--- config.mk ---
export PLATFORM = sky130hd
export DESIGN_NAME = ysyx_210544_trap_ctrl
export DESIGN_NICKNAME = d
export VERILOG_FILES = /design/src/rtl/ysyx_210544_trap_ctrl_pkg.sv /design/src/rtl/ysyx_210544_trap_vec_calc.sv /design/src/rtl/ysyx_210544_trap_ctrl.sv
export SDC_FILE = /design/constraint.sdc
export NUM_CORES = 1
export LEC_CHECK = 0
export ABC_AREA = 1
export BUFFER_PORTS_ARGS = -buffer_cell sky130_fd_sc_hd__clkbuf_2
export CAP_MARGIN = 0
export CORE_ASPECT_RATIO = 0.8
export CORE_MARGIN = 1
export CORE_UTILIZATION = 51
export DETAILED_ROUTE_END_ITERATION = 6
export PLACE_DENSITY_LB_ADDON = 0.05
export SYNTH_ARGS = -nofsm -noshare
export SYNTH_HDL_FRONTEND = slang
export SYNTH_HIERARCHICAL = 1
export SYNTH_SLANG_ARGS = --single-unit
--- constraint.sdc ---
create_clock -name clk -period 1.35 [get_ports clk]
set_input_delay 0.27 -clock clk [delete_from_list [all_inputs] [get_ports clk]]
set_output_delay 0.27 -clock clk [all_outputs]
set_load 0.03 [all_outputs]
--- src/rtl/ysyx_210544_trap_ctrl_pkg.sv ---
// Shared constants for the machine-mode trap sequencer: CSR addresses, cause codes,
// sequencer state encodings and mstatus field positions.
// Optional build macro used elsewhere in this slice: YSYX_210544_TRAP_VECTORED_EN.
package ysyx_210544_trap_ctrl_pkg;

  // CSR addresses touched by the trap sequencer
  localparam logic [11:0] CSR_ADR_MSTATUS = 12'h300;
  localparam logic [11:0] CSR_ADR_MTVEC   = 12'h305;
  localparam logic [11:0] CSR_ADR_MEPC    = 12'h341;
  localparam logic [11:0] CSR_ADR_MCAUSE  = 12'h342;

  // Cause codes; bit 63 marks an interrupt
  localparam logic [63:0] CAUSE_ECALL_M = 64'd11;
  localparam logic [63:0] CAUSE_MTI     = 64'h8000_0000_0000_0007;

  // mstatus field positions
  localparam int MST_MIE_BIT  = 3;
  localparam int MST_MPIE_BIT = 7;
  localparam int MST_MPP_HI   = 12;
  localparam int MST_MPP_LO   = 11;

  // Privilege encodings written into MPP
  localparam logic [1:0] PRV_M = 2'b11;
  localparam logic [1:0] PRV_U = 2'b00;

  // Sequencer states: T_* is the trap path, R_* is the mret path
  typedef enum logic [3:0] {
    TRAP_ST_IDLE     = 4'd0,
    TRAP_ST_T_RD_MST = 4'd1,
    TRAP_ST_T_WR_EPC = 4'd2,
    TRAP_ST_T_WR_CAU = 4'd3,
    TRAP_ST_T_WR_MST = 4'd4,
    TRAP_ST_T_RD_VEC = 4'd5,
    TRAP_ST_REDIR    = 4'd6,
    TRAP_ST_R_RD_MST = 4'd7,
    TRAP_ST_R_RD_EPC = 4'd8,
    TRAP_ST_R_WR_MST = 4'd9
  } trap_state_e;

endpackage

--- src/rtl/ysyx_210544_trap_vec_calc.sv ---
// Trap target calculation: mtvec (+ cause) -> redirect PC.
// Purely combinational, zero latency, no backpressure.
// With YSYX_210544_TRAP_VECTORED_EN, interrupts in vectored mode land at base + 4*cause.
module ysyx_210544_trap_vec_calc
  import ysyx_210544_trap_ctrl_pkg::*;
#(
  parameter int XLEN = 64
) (
  input  logic [XLEN-1:0] mtvec_i,
  input  logic [XLEN-1:0] cause_i,
  output logic [XLEN-1:0] target_o
);

  logic [XLEN-1:0] base;

  // The low two bits of mtvec are the mode field, never part of the address
  assign base = {mtvec_i[XLEN-1:2], 2'b00};

`ifdef YSYX_210544_TRAP_VECTORED_EN
  logic            is_irq;
  logic            vec_mode;
  logic [XLEN-1:0] offset;

  assign is_irq   = cause_i[XLEN-1];
  assign vec_mode = (mtvec_i[1:0] == 2'b01);
  // 4*cause with the interrupt flag dropped; the top bits fall off the bus
  assign offset   = {cause_i[XLEN-3:0], 2'b00};

  // Synchronous exceptions always enter at base, even in vectored mode
  assign target_o = (is_irq && vec_mode) ? (base + offset) : base;
`else
  logic unused_mode_cause;

  // Direct mode only: the mode bits and the cause do not affect the target
  assign unused_mode_cause = ^{mtvec_i[1:0], cause_i};
  assign target_o          = base;
`endif

endmodule

--- src/rtl/ysyx_210544_trap_ctrl.sv ---
// Machine-mode trap/mret sequencer driving the CSR file's single port, then redirecting fetch.
// Latency: trap redirect 6 cycles after accept, mret redirect 4 cycles after accept.
// Backpressure: accepts only in IDLE (o_ready); o_busy stalls commit for the whole sequence.
// Build option: YSYX_210544_TRAP_VECTORED_EN enables vectored interrupt entry.
module ysyx_210544_trap_ctrl
  import ysyx_210544_trap_ctrl_pkg::*;
#(
  parameter int              XLEN           = 64,
  parameter logic [XLEN-1:0] MCAUSE_ECALL_M = CAUSE_ECALL_M,
  parameter logic [XLEN-1:0] MCAUSE_MTI     = CAUSE_MTI
) (
  input  logic            clk,
  input  logic            rst,
  input  logic            i_inst_valid,
  input  logic [XLEN-1:0] i_inst_pc,
  input  logic            i_ecall,
  input  logic            i_mret,
  input  logic            i_clint_mtip,
  input  logic            i_csr_mstatus_mie,
  input  logic            i_csr_mie_mtie,
  output logic            o_ready,
  output logic            o_busy,
  output logic            o_csr_ren,
  output logic [11:0]     o_csr_addr,
  output logic            o_csr_wen,
  output logic [XLEN-1:0] o_csr_wdata,
  input  logic [XLEN-1:0] i_csr_rdata,
  output logic            o_redirect_valid,
  output logic [XLEN-1:0] o_redirect_pc
);

  trap_state_e     state_q;
  logic [XLEN-1:0] mstatus_q;   // mstatus as read at the start of the sequence
  logic [XLEN-1:0] cause_q;     // cause of the trap in flight
  logic [XLEN-1:0] epc_q;       // PC to be saved into mepc
  logic [XLEN-1:0] last_pc_q;   // PC of the most recently accepted instruction
  logic [XLEN-1:0] target_q;    // mret return address read from mepc

  logic            irq;
  logic [XLEN-1:0] mst_trap_d;
  logic [XLEN-1:0] mst_mret_d;
  logic [XLEN-1:0] vec_target;

  // Timer interrupt is only considered while idle; the sequence itself masks it
  assign irq     = i_clint_mtip & i_csr_mstatus_mie & i_csr_mie_mtie;
  assign o_ready = (state_q == TRAP_ST_IDLE);
  assign o_busy  = ~o_ready;

  // mstatus values written back on trap entry and on mret
  always_comb begin
    mst_trap_d                          = mstatus_q;
    mst_trap_d[MST_MPIE_BIT]            = mstatus_q[MST_MIE_BIT];
    mst_trap_d[MST_MIE_BIT]             = 1'b0;
    mst_trap_d[MST_MPP_HI:MST_MPP_LO]   = PRV_M;

    mst_mret_d                          = mstatus_q;
    mst_mret_d[MST_MIE_BIT]             = mstatus_q[MST_MPIE_BIT];
    mst_mret_d[MST_MPIE_BIT]            = 1'b1;
    mst_mret_d[MST_MPP_HI:MST_MPP_LO]   = PRV_U;
  end

  // The read data during T_RD_VEC is mtvec; the calculator turns it into the entry PC
  ysyx_210544_trap_vec_calc #(
    .XLEN (XLEN)
  ) u_vec_calc (
    .mtvec_i  (i_csr_rdata),
    .cause_i  (cause_q),
    .target_o (vec_target)
  );

  // Sequencer: each transition also loads the CSR/redirect outputs for the state entered
  always_ff @(posedge clk) begin
    if (rst) begin
      state_q          <= TRAP_ST_IDLE;
      mstatus_q        <= '0;
      cause_q          <= '0;
      epc_q            <= '0;
      last_pc_q        <= '0;
      target_q         <= '0;
      o_csr_ren        <= 1'b0;
      o_csr_wen        <= 1'b0;
      o_csr_addr       <= '0;
      o_csr_wdata      <= '0;
      o_redirect_valid <= 1'b0;
      o_redirect_pc    <= '0;
    end else begin
      // Port strobes are single-cycle unless a state below re-asserts them
      o_csr_ren        <= 1'b0;
      o_csr_wen        <= 1'b0;
      o_csr_addr       <= '0;
      o_csr_wdata      <= '0;
      o_redirect_valid <= 1'b0;

      case (state_q)
        TRAP_ST_IDLE: begin
          if (i_inst_valid) begin
            last_pc_q <= i_inst_pc;
          end
          // Priority irq > ecall > mret
          if (irq) begin
            cause_q    <= MCAUSE_MTI;
            epc_q      <= i_inst_valid ? i_inst_pc : last_pc_q;
            state_q    <= TRAP_ST_T_RD_MST;
            o_csr_ren  <= 1'b1;
            o_csr_addr <= CSR_ADR_MSTATUS;
          end else if (i_inst_valid && i_ecall) begin
            cause_q    <= MCAUSE_ECALL_M;
            epc_q      <= i_inst_pc;
            state_q    <= TRAP_ST_T_RD_MST;
            o_csr_ren  <= 1'b1;
            o_csr_addr <= CSR_ADR_MSTATUS;
          end else if (i_inst_valid && i_mret) begin
            state_q    <= TRAP_ST_R_RD_MST;
            o_csr_ren  <= 1'b1;
            o_csr_addr <= CSR_ADR_MSTATUS;
          end
        end

        TRAP_ST_T_RD_MST: begin
          mstatus_q   <= i_csr_rdata;
          state_q     <= TRAP_ST_T_WR_EPC;
          o_csr_wen   <= 1'b1;
          o_csr_addr  <= CSR_ADR_MEPC;
          o_csr_wdata <= {epc_q[XLEN-1:2], 2'b00};
        end

        TRAP_ST_T_WR_EPC: begin
          state_q     <= TRAP_ST_T_WR_CAU;
          o_csr_wen   <= 1'b1;
          o_csr_addr  <= CSR_ADR_MCAUSE;
          o_csr_wdata <= cause_q;
        end

        TRAP_ST_T_WR_CAU: begin
          state_q     <= TRAP_ST_T_WR_MST;
          o_csr_wen   <= 1'b1;
          o_csr_addr  <= CSR_ADR_MSTATUS;
          o_csr_wdata <= mst_trap_d;
        end

        TRAP_ST_T_WR_MST: begin
          state_q    <= TRAP_ST_T_RD_VEC;
          o_csr_ren  <= 1'b1;
          o_csr_addr <= CSR_ADR_MTVEC;
        end

        TRAP_ST_T_RD_VEC: begin
          state_q          <= TRAP_ST_REDIR;
          o_redirect_valid <= 1'b1;
          o_redirect_pc    <= vec_target;
        end

        TRAP_ST_R_RD_MST: begin
          mstatus_q  <= i_csr_rdata;
          state_q    <= TRAP_ST_R_RD_EPC;
          o_csr_ren  <= 1'b1;
          o_csr_addr <= CSR_ADR_MEPC;
        end

        TRAP_ST_R_RD_EPC: begin
          target_q    <= i_csr_rdata;
          state_q     <= TRAP_ST_R_WR_MST;
          o_csr_wen   <= 1'b1;
          o_csr_addr  <= CSR_ADR_MSTATUS;
          o_csr_wdata <= mst_mret_d;
        end

        TRAP_ST_R_WR_MST: begin
          state_q          <= TRAP_ST_REDIR;
          o_redirect_valid <= 1'b1;
          o_redirect_pc    <= target_q;
        end

        TRAP_ST_REDIR: begin
          state_q <= TRAP_ST_IDLE;
        end

        default: begin
          state_q <= TRAP_ST_IDLE;
        end
      endcase
    end
  end

  // The CSR port is shared: a read and a write must never collide
  assert property (@(posedge clk) disable iff (rst) !(o_csr_ren && o_csr_wen));

endmodule

==> results of run 1 <==
-- how the worst min path moves through the flow --
stage,start,endpoint,slack (ps)
after floorplan,i_csr_rdata[0],mstatus_q[0],400
after global placement,last_pc_q[27],last_pc_q[27],450
after detailed placement,epc_q[60],epc_q[60],450
after CTS,i_csr_rdata[39],target_q[39],2
after global routing,i_csr_rdata[29],o_redirect_pc[29],40
final,i_csr_rdata[16],target_q[16],40
-- final cells by class --
| cell class | instances | area [um2] | area share, % |
|---|---|---|---|
| repair buffers | 480 | 5109 | 20.86 |
| inverters | 163 | 673.1 | 2.748 |
| clock inverters | 16 | 163.9 | 0.6692 |
| multi-input cells | 1670 | 8892 | 36.30 |
| flip-flops and latches | 393 | 7893 | 32.22 |
| well taps | 420 | 525.5 | 2.145 |
| clock buffers | 58 | 1222 | 4.991 |
| repair inverters | 1 | 16.27 | 0.06640 |
-- flip-flops by register name (all words and copies together), names as in the netlist, 4 cells and up --
register       cells
o_csr_wdata       64
o_redirect_pc     64
target_q          64
epc_q             62
last_pc_q         62
mstatus_q         62
o_csr_addr         5
state_q            4
-- cell families (layout without fill, tap and decap cells) --
family                 count (synthesis)  in the layout  share of synthesized area (%)
buffers and inverters                389            718                          11.02
AO/OA/AOI/OAI                        365            365                          11.38
other                                  2              8                        0.04546
AND/OR/NAND/NOR                     1295           1297                          29.92
flip-flops                           393            393                          47.63
-- routing by layer --
metal  routed length, um  track usage (%)  vias up
li1                    -                -     8154
met1               26270            47.26     8295
met2               29150            48.74     1057
met3                6291            4.042      215
met4                2610            8.202        0
met5                   0                0        -
-- layout by cell type (no fill, tap or decap), types with 7 or more instances in the layout --
master         count
clkbuf_8          16
a21oi_2           26
buf_4             39
nand2_8            8
nor2_1           190
o21ai_2           74
clkbuf_16         73
nand2_2           89
nor2_4            59
buf_6             26
buf_16            35
a31oi_1           38
inv_1            148
o21ai_1           44
buf_12            51
o21ai_0           71
dlygate4sd3_1     16
a21oi_1          106
nand2_4           69
nand2_1          794
nand3_2           31
inv_2              7
clkinv_2          10
dfxtp_1          383
clkbuf_2         261
nand3_1           20
buf_8             15
nor2_2            33
conb_1             8
-- per-stage QoR --
| step | cell area (um2) | hold slack (ps) | setup WS (ps) | utilization (%) | setup TNS [ps] |
|---|---|---|---|---|---|
| 2_1_floorplan | 16540 | 404.9 | 60.64 | - | 0 |
| 3_3_place_gp | 18250 | 449.7 | -79.07 | 57.68 | -4709 |
| 3_5_place_dp | 18250 | 453.3 | -107.2 | 57.68 | -10270 |
| 4_1_cts | 21650 | 2.209 | -356.1 | 68.42 | -59830 |
| 5_1_grt | 24490 | 44.89 | -449.0 | 77.42 | -109250 |
| 6_report | 24490 | 38.08 | -492.8 | 77.42 | -90330 |
-- power by group --
group / leakage [nW] / switching, mW / internal, mW / total (mW)
Clock: 0.688 / 4.90 / 6.89 / 11.8
Combinational: 7.80 / 9.56 / 7.68 / 17.2
Sequential: 3.20 / 1.50 / 13.7 / 15.2
Total: 11.7 / 16.0 / 28.2 / 44.2
-- what timing repair did --
action,4_1_cts,5_1_grt
hold buffers,16,0
endpoints found under the setup margin,427,516
gates resized for setup,250,565
setup buffers,34,30
pin swaps,22,94
cloned,34,37
hold endpoints to repair,25,0
-- worst max-delay path, stage by stage (launching register included) --
cell and delay, ps:
dfxtp_4 370, buf_4 160, nand2_1 70, inv_1 100, nand2_4 120, nand2_4 90
buf_8 160, buf_16 150, o21ai_0 380, nor2_1 110
==> impl_metrics.csv, run 1 <==
group,metric,value,unit
cells_and_area,fill_cells,2169,
sta,min_period,1843,ps
sta,setup_viol,483,
synth,yosysMostFrequentCell,"nand2_1",
clock_network,clk_pin_slew_worst_paths,70,ps
synth,yosysSeqAreaShare,47.63,%
synth,synth.area.top_cells,"dfxtp_1 (48%), nand2_1 (22%), nor2_1 (6.3%)",
sta,period_share,136.5,%
worst_setup_path,crit-reg2reg-launch,"state_q[0]",
clock_network,cts_buffers,41,
worst_hold_path,hold_class,"input pin to register",
sta,timing.final.ws_setup,-492.8,ps
worst_hold_path,whs_path_depth,3,
synth,synth_cell_types,19,
grt,grt_pass1_vias,14770,
sta,fin_worst_skew,30.19,ps
floorplanning,start_util,52.21,%
synth,syn_inst,2444,
routing,wl_per_cell,20.09,um
worst_setup_path,r2r_slack,-490,ps
placement,placed_cells,2989,
run,cap_violations,0,
clock_network,cts.htree.levels,2,
synth,syn_avg_cell_area,6.759,um2
sta,fmax,0.5427,GHz
synth,ys_ff_latch,393,
clock_network,cts_tree,"done",
placement,dpl.hpwl,31820,um
floorplanning,placeableCoreArea,0.03164,mm2
floorplanning,die_w,203.2,um
routing,drtAntennaViolNets,0,
worst_setup_path,reg2reg_to,"mstatus_q[24]",
power,power_density,1804,mW/mm2
clock_network,clk-insertion-delay-late,560,ps
grt,grt_overflow,0,
routing,viasPerCell,5.536,
grt,grt_antenna_before_repair,0,
power,power,44.19,mW
synth,synth_area,0.01652,mm2
worst_setup_path,startpoint_type,"register",
clock_network,cts_root_buffer,"clkbuf_16",
outcome,violations,"setup timing",
cells_and_area,finalNonFillerCells,3201,
placement,finalWeightedCongestion,0.8404,
synth,synth_top_area_cell,"dfxtp_1",
synth,ys.flop_type,"dfxtp_1",
floorplanning,io_pins,281,
routing,drt_iter0_drc,1864,
worst_setup_path,cp.required,1780,ps
sta,rsz0062_at_grt,"yes",
floorplanning,die_h,163.0,um
grt,grt_pass1_wl,82780,um
cells_and_area,syn_to_final_growth,48.29,%
clock_network,clockBufferDepth,3,
worst_setup_path,setup.worst_path.start,"state_q[0]",
worst_setup_path,endpoint,"mstatus_q[24]",
sta,slew_headroom,55.04,%
sta,slew_violations,0,
outcome,status,"finished, violations left",
cells_and_area,drive_above_1_share,34.41,%
cells_and_area,fin_nets,2886,
synth,synth_commonest_cells,"nand2_1 (957), dfxtp_1 (393), nor2_1 (279), o21ai_0 (175), inv_1 (158)",
floorplanning,num_rows,58,
synth,synth-edff-count,0,
sta,worst_pin_slew,674.4,ps
grt,track_usage,31.90,%
cells_and_area,n_antenna_cell,0,
worst_setup_path,critPathKind,"register to register",
worst_setup_path,setup.worst_path.end_class,"register",
power,p_leak,11.69,nW
clock_network,clock_sinks,393,
worst_setup_path,r2r_cells,9,
synth,synth_top_cell_area_share,47.63,%
routing,wl,64320,um
worst_setup_path,critPathMaxFanout,8,
grt,grt_max_degree,133,
synth,yosysWarningCount,6,
sta,hold_viol_final,0,
placement,io_buffer_count,272,
synth,synth-async-reset-ratio,0,%
routing,dr.pass1.iters,6,
worst_setup_path,worstPathArrival,2270,ps
power,ir_worst_vdd,1.214,mV
routing,drc,0,
floorplanning,dieArea,0.03312,mm2
routing,routed-via-count,17720,
Power figures use the tool's default switching activity.
==> run 2, diff against run 1 <==
CORE_UTILIZATION = 50   (was 51)
==> run 2 against run 1 <==
The run still ends with setup timing left. Largest power group is now registers. Critical path depth down 3. Routed wire length is 12% lower. Sequential cell count is the same. Power decreased by 7.0%. Via count is 7.0% lower. Core utilization fell by 8.7 points. Final area is 8.8% lower. Sequential share of layout area increased by 3.1 points. Critical path type is now register to output port. Sequential power about the same. First-iteration DRC count down 20%.
==> impl_metrics.csv, run 2 (synthesized netlist as in run 1, its figures left out) <==
group,metric,value,unit
outcome,status,"finished, violations left",
outcome,violations,"setup timing",
sta,whs,9.928,ps
clock_network,cts_root_buffer,"clkbuf_16",
grt,grt_pass1_wl,78320,um
worst_setup_path,cp.required,1080,ps
cells_and_area,fin_nets,2841,
sta,slew_headroom,57.31,%
placement,io_buffer_count,272,
cells_and_area,fill_cells,2719,
clock_network,clk_pin_slew_worst_paths,60,ps
sta,timing.final.ws_setup,-363.9,ps
routing,drtAntennaViolNets,0,
routing,drc,0,
routing,viasPerCell,5.211,
cells_and_area,syn_to_final_growth,35.19,%
grt,track_usage,29.82,%
clock_network,clock_sinks,393,
clock_network,cts_buffers,41,
cells_and_area,multi_input_area,0.007686,mm2
worst_setup_path,r2r_slack,-280,ps
routing,dr.pass1.iters,5,
floorplanning,io_pins,281,
routing,drt_iter0_drc,1485,
placement,dpl.hpwl,32030,um
cells_and_area,final_cell_mix,"nand2_1 (872), dfxtp_1 (386), clkbuf_2 (265)",
grt,met1_usage,46.16,%
grt,grt_pass1_vias,13900,
sta,fmax,0.5835,GHz
cells_and_area,reg_top3,"o_csr_wdata x64, o_redirect_pc x64, target_q x64",
worst_setup_path,setup.worst_path.end_class,"output port",
routing,routed-via-count,16480,
grt,grt_antenna_before_repair,1,
sta,min_period,1714,ps
worst_setup_path,critPathKind,"register to output port",
floorplanning,die_w,205.2,um
worst_setup_path,worstPathArrival,1440,ps
sta,setup_viol,437,
placement,finalWeightedCongestion,0.9082,
grt,grt.busiest_layer,"met1",
grt,grt_overflow,0,
floorplanning,dieArea,0.03377,mm2
floorplanning,num_rows,59,
clock_network,clockBufferDepth,3,
routing,wl,56310,um
floorplanning,placeableCoreArea,0.03248,mm2
power,power_density,1840,mW/mm2
worst_hold_path,hold_class,"input pin to register",
grt,grt_max_degree,81,
sta,rsz0062_at_grt,"yes",
floorplanning,start_util,50.86,%
placement,dpl_worst_slack,-122.6,ps
grt,use_met2,43.40,%
power,ir_worst_vdd,1.134,mV
cells_and_area,drive_above_1_share,25.46,%
sta,worst_pin_slew,640.3,ps
cells_and_area,final-seq-area,0.007881,mm2
routing,wl_per_cell,17.81,um
clock_network,clk-insertion-delay-late,540,ps
sta,fin_worst_skew,18.51,ps
power,p_leak,10.72,nW
sta,hold_viol_final,0,
sta,period_share,127.0,%
grt,met3_usage,3.631,%
worst_setup_path,startpoint_type,"register",
cells_and_area,final_common_cell,"nand2_1",
clock_network,cts.htree.levels,2,
worst_setup_path,critPathMaxFanout,2,
run,cap_violations,0,
sta,slew_violations,0,
floorplanning,die_h,164.6,um
clock_network,cts_tree,"done",
==> run 2: changes by cell type in the layout (fill, tap and decap cells not counted), sizes merged <==
cell,change
bufinv,-2
clkbuf,-7
nand2,-2
clkinv,-1
diode,+1
buf,-33
bufbuf,+6
clkinvlp,-1
dlygate4sd3,-7
==> run 2: area by class of cell <==
type	count	share of cell area, %
Antenna cell	1	0.01121
Clock buffer	60	5.552
Clock inverter	12	0.4258
Inverter	163	2.925
Multi-Input combinational cell	1668	34.42
Sequential cell	393	35.29
Tap cell	427	2.392
Timing Repair Buffer	437	18.91
Timing Repair inverter	1	0.07284
==> run 2: timing repair <==
action	4_1_cts	5_1_grt
buffers inserted	14	17
resized for setup	84	294
hold endpoints to repair	9	0
setup endpoints to repair	436	507
cloned	23	29
hold buffers	9	0
pin swaps	13	92
==> run 2: final timing paths <==
path                                       from       endpoint  cells after the start
worst max register to register       state_q[0]      epc_q[52]                     10
worst min register to register    last_pc_q[14]  last_pc_q[14]                      2
worst max-delay path                 state_q[0]        o_ready                      6
worst min-delay path            i_csr_rdata[16]  mstatus_q[16]                      3
==> run 2: through the flow <==
stage               util [%]  cells  total power [mW]  setup TNS, ps  cell area, um2
finish                 68.75   3162             41.09         -45560           22330
CTS                    63.94   3117             37.90         -30100           20770
global placement       56.06   2999             24.06          -3491           18210
detailed placement     56.06   2999             24.26         -10590           18210
floorplan                  -   2450             20.76              0           16540
global route           68.75   3162             42.73         -68000           22330
==> run 2: critical path, cell delays in order, from the launching register on <==
cell	delay [ps]
dfxtp_2	320
nor2_2	120
buf_6	110
nand2_4	60
inv_2	70
buf_6	110
buf_8	120
==> run 2: routing by layer <==
| metal | vias up | share of wire (%) | wire length, um |
|---|---|---|---|
| li1 | 8056 | - | - |
| met1 | 7640 | 46 | 25860 |
| met2 | 701 | 44 | 24910 |
| met3 | 79 | 7.8 | 4369 |
| met4 | 0 | 2.1 | 1166 |
| met5 | - | 0 | 0 |
==> run 2: power by group <==
part | leakage [nW] | internal [mW] | switching, mW
Sequential | 3.20 | 13.6 | 1.43
Combinational | 6.86 | 6.53 | 8.19
Clock | 0.664 | 6.56 | 4.74
Total | 10.7 | 26.7 | 14.4
==> run 3, diff against run 2 <==
SKIP_LAST_GASP = 1   (was not set)
==> run 3 against run 2 <==
The run still ends with setup timing left. Cell count about the same. Clock-buffer cell count unchanged. Setup slack improved by 4.0 ps. Sequential power about the same. Largest cell class unchanged. Highest routed layer unchanged.
==> impl_metrics.csv, run 3 (synthesized netlist as in run 1, its figures left out) <==
group,metric,value,unit
worst_setup_path,critPathMaxFanout,4,
placement,dpl.hpwl,32030,um
grt,grt_pass1_wl,78270,um
sta,hold_viol_final,0,
outcome,status,"finished, violations left",
clock_network,clockBufferDepth,3,
clock_network,clk_pin_slew_worst_paths,60,ps
routing,drt_iter0_drc,1536,
cells_and_area,fin_util,67.07,%
floorplanning,start_util,50.86,%
sta,fmax,0.5848,GHz
cells_and_area,reg_top3,"o_csr_wdata x64, o_redirect_pc x64, target_q x64",
worst_setup_path,worstPathArrival,1440,ps
worst_hold_path,hold_class,"input pin to register",
floorplanning,die_w,205.2,um
grt,grt_antenna_before_repair,1,
clock_network,cts_buffers,41,
routing,drtAntennaViolNets,0,
power,p_leak,10.28,nW
routing,wl,55410,um
floorplanning,dieArea,0.03377,mm2
outcome,violations,"setup timing",
grt,grt_max_degree,81,
sta,timing.final.ws_setup,-360.0,ps
run,cap_violations,0,
floorplanning,io_pins,281,
grt,grt_pass1_vias,13870,
clock_network,cts_root_buffer,"clkbuf_16",
placement,io_buffer_count,272,
power,ir_worst_vdd,1.576,mV
cells_and_area,fin_nets,2839,
power,seq_power_share,37.3,%
clock_network,clk-insertion-delay-late,540,ps
power,power_density,1840,mW/mm2
clock_network,clock_sinks,393,
sta,whs,8.004,ps
sta,fin_worst_skew,18.35,ps
routing,dr.pass1.iters,5,
sta,min_period,1710,ps
sta,slew_headroom,57.73,%
sta,rsz0062_at_grt,"yes",
worst_setup_path,cp.required,1080,ps
worst_setup_path,startpoint_type,"register",
routing,viasPerCell,5.145,
sta,slew_violations,0,
power,p_sw_share,34.64,%
sta,worst_pin_slew,634.0,ps
power,pwr-share-comb,34.5,%
cells_and_area,final_common_cell,"nand2_1",
cells_and_area,syn_to_final_growth,31.88,%
clock_network,cts.htree.levels,2,
placement,finalWeightedCongestion,0.9082,
grt,track_usage,29.83,%
clock_network,cts_tree,"done",
power,clkPwrFrac,28.2,%
floorplanning,num_rows,59,
sta,period_share,126.7,%
floorplanning,placeableCoreArea,0.03248,mm2
cells_and_area,drive_above_1_share,21.71,%
power,p_sw,13.88,mW
routing,drc,0,
routing,wl_per_cell,17.53,um
sta,setup_viol,438,
power,p_int,26.20,mW
worst_setup_path,setup.worst_path.end_class,"output port",
routing,routed-via-count,16260,
grt,grt_overflow,0,
floorplanning,die_h,164.6,um
worst_setup_path,critPathKind,"register to output port",
cells_and_area,final_cell_mix,"nand2_1 (918), dfxtp_1 (389), clkbuf_2 (268)",
-- run 3: cell count changes in the layout (fill, tap and decap cells not counted), moves of 4 or more --
cell       previous run  this run
o21ai_1              24        20
nand3_1              35        49
nand2_1             872       918
buf_4                40        47
nand3_2              17         3
o21ai_2              38        12
nand2_4              32        13
nand2_2              49        23
nor2_1              256       265
o21ai_0             128       158
clkbuf_16            64        60
buf_6                22        16
nor2_2               17         8
-- run 3: metal layers --
layer | vias up | routed length [um] | global-route usage, %
met5 | - | 0 | 0
met4 | 0 | 1087 | 7.340
met3 | 70 | 4271 | 3.631
met2 | 677 | 24250 | 43.43
met1 | 7469 | 25800 | 46.15
li1 | 8042 | - | -
-- run 3: critical path, stage by stage (launching register included) --
cell,delay [ps]
dfxtp_4,370
nor2_4,140
nand2_4,80
inv_2,70
buf_6,110
buf_8,120
-- run 3: layout make-up --
type	instances	area [um2]
fillers	2805	10700
flip-flops and latches	393	7878
multi-input cells	1669	7269
repair buffers	434	4104
clock buffers	60	1240
inverters	163	645.6
well taps	427	534.3
clock inverters	12	95.09
repair inverters	1	16.27
diodes	1	2.502
-- run 3: worst paths after layout --
kind	start	to	slack, ps	cells past startpoint
min reg2reg	last_pc_q[14]	last_pc_q[14]	460	2
max reg2reg	state_q[2]	o_csr_wdata[42]	-230	11
max	state_q[3]	o_ready	-360	5
min	i_csr_rdata[1]	mstatus_q[1]	8	3
-- run 3: through the flow --
step	worst slack, ps	instance area (um2)	power, mW	setup TNS, ps	std cells
after CTS	-394.4	20740	37.88	-32490	3116
after detailed placement	-122.6	18210	24.26	-10590	2999
final	-360.0	21780	40.09	-43830	3160
after global placement	-75.75	18210	24.06	-3491	2999
after floorplan	60.64	16540	20.76	0	2450
after global routing	-393.0	21780	41.74	-66140	3160
-- run 3: what timing repair did --
item,in CTS,in global routing
hold buffers,8,0
gates cloned,23,24
gates resized for setup,72,134
pin swaps,6,50
endpoints found under the setup margin,436,507
setup buffers,14,21
hold endpoints to repair,8,0
-- run 3: power by group through the flow --
stage          clock [mW]  combinational [mW]  sequential [mW]
4_1_cts              11.4                11.7             14.8
5_1_grt              11.9                14.7             15.1
3_3_place_gp            0                9.05             15.0
6_report             11.3                13.8             15.0
3_5_place_dp            0                9.21             15.0
2_1_floorplan           0                5.48             15.3
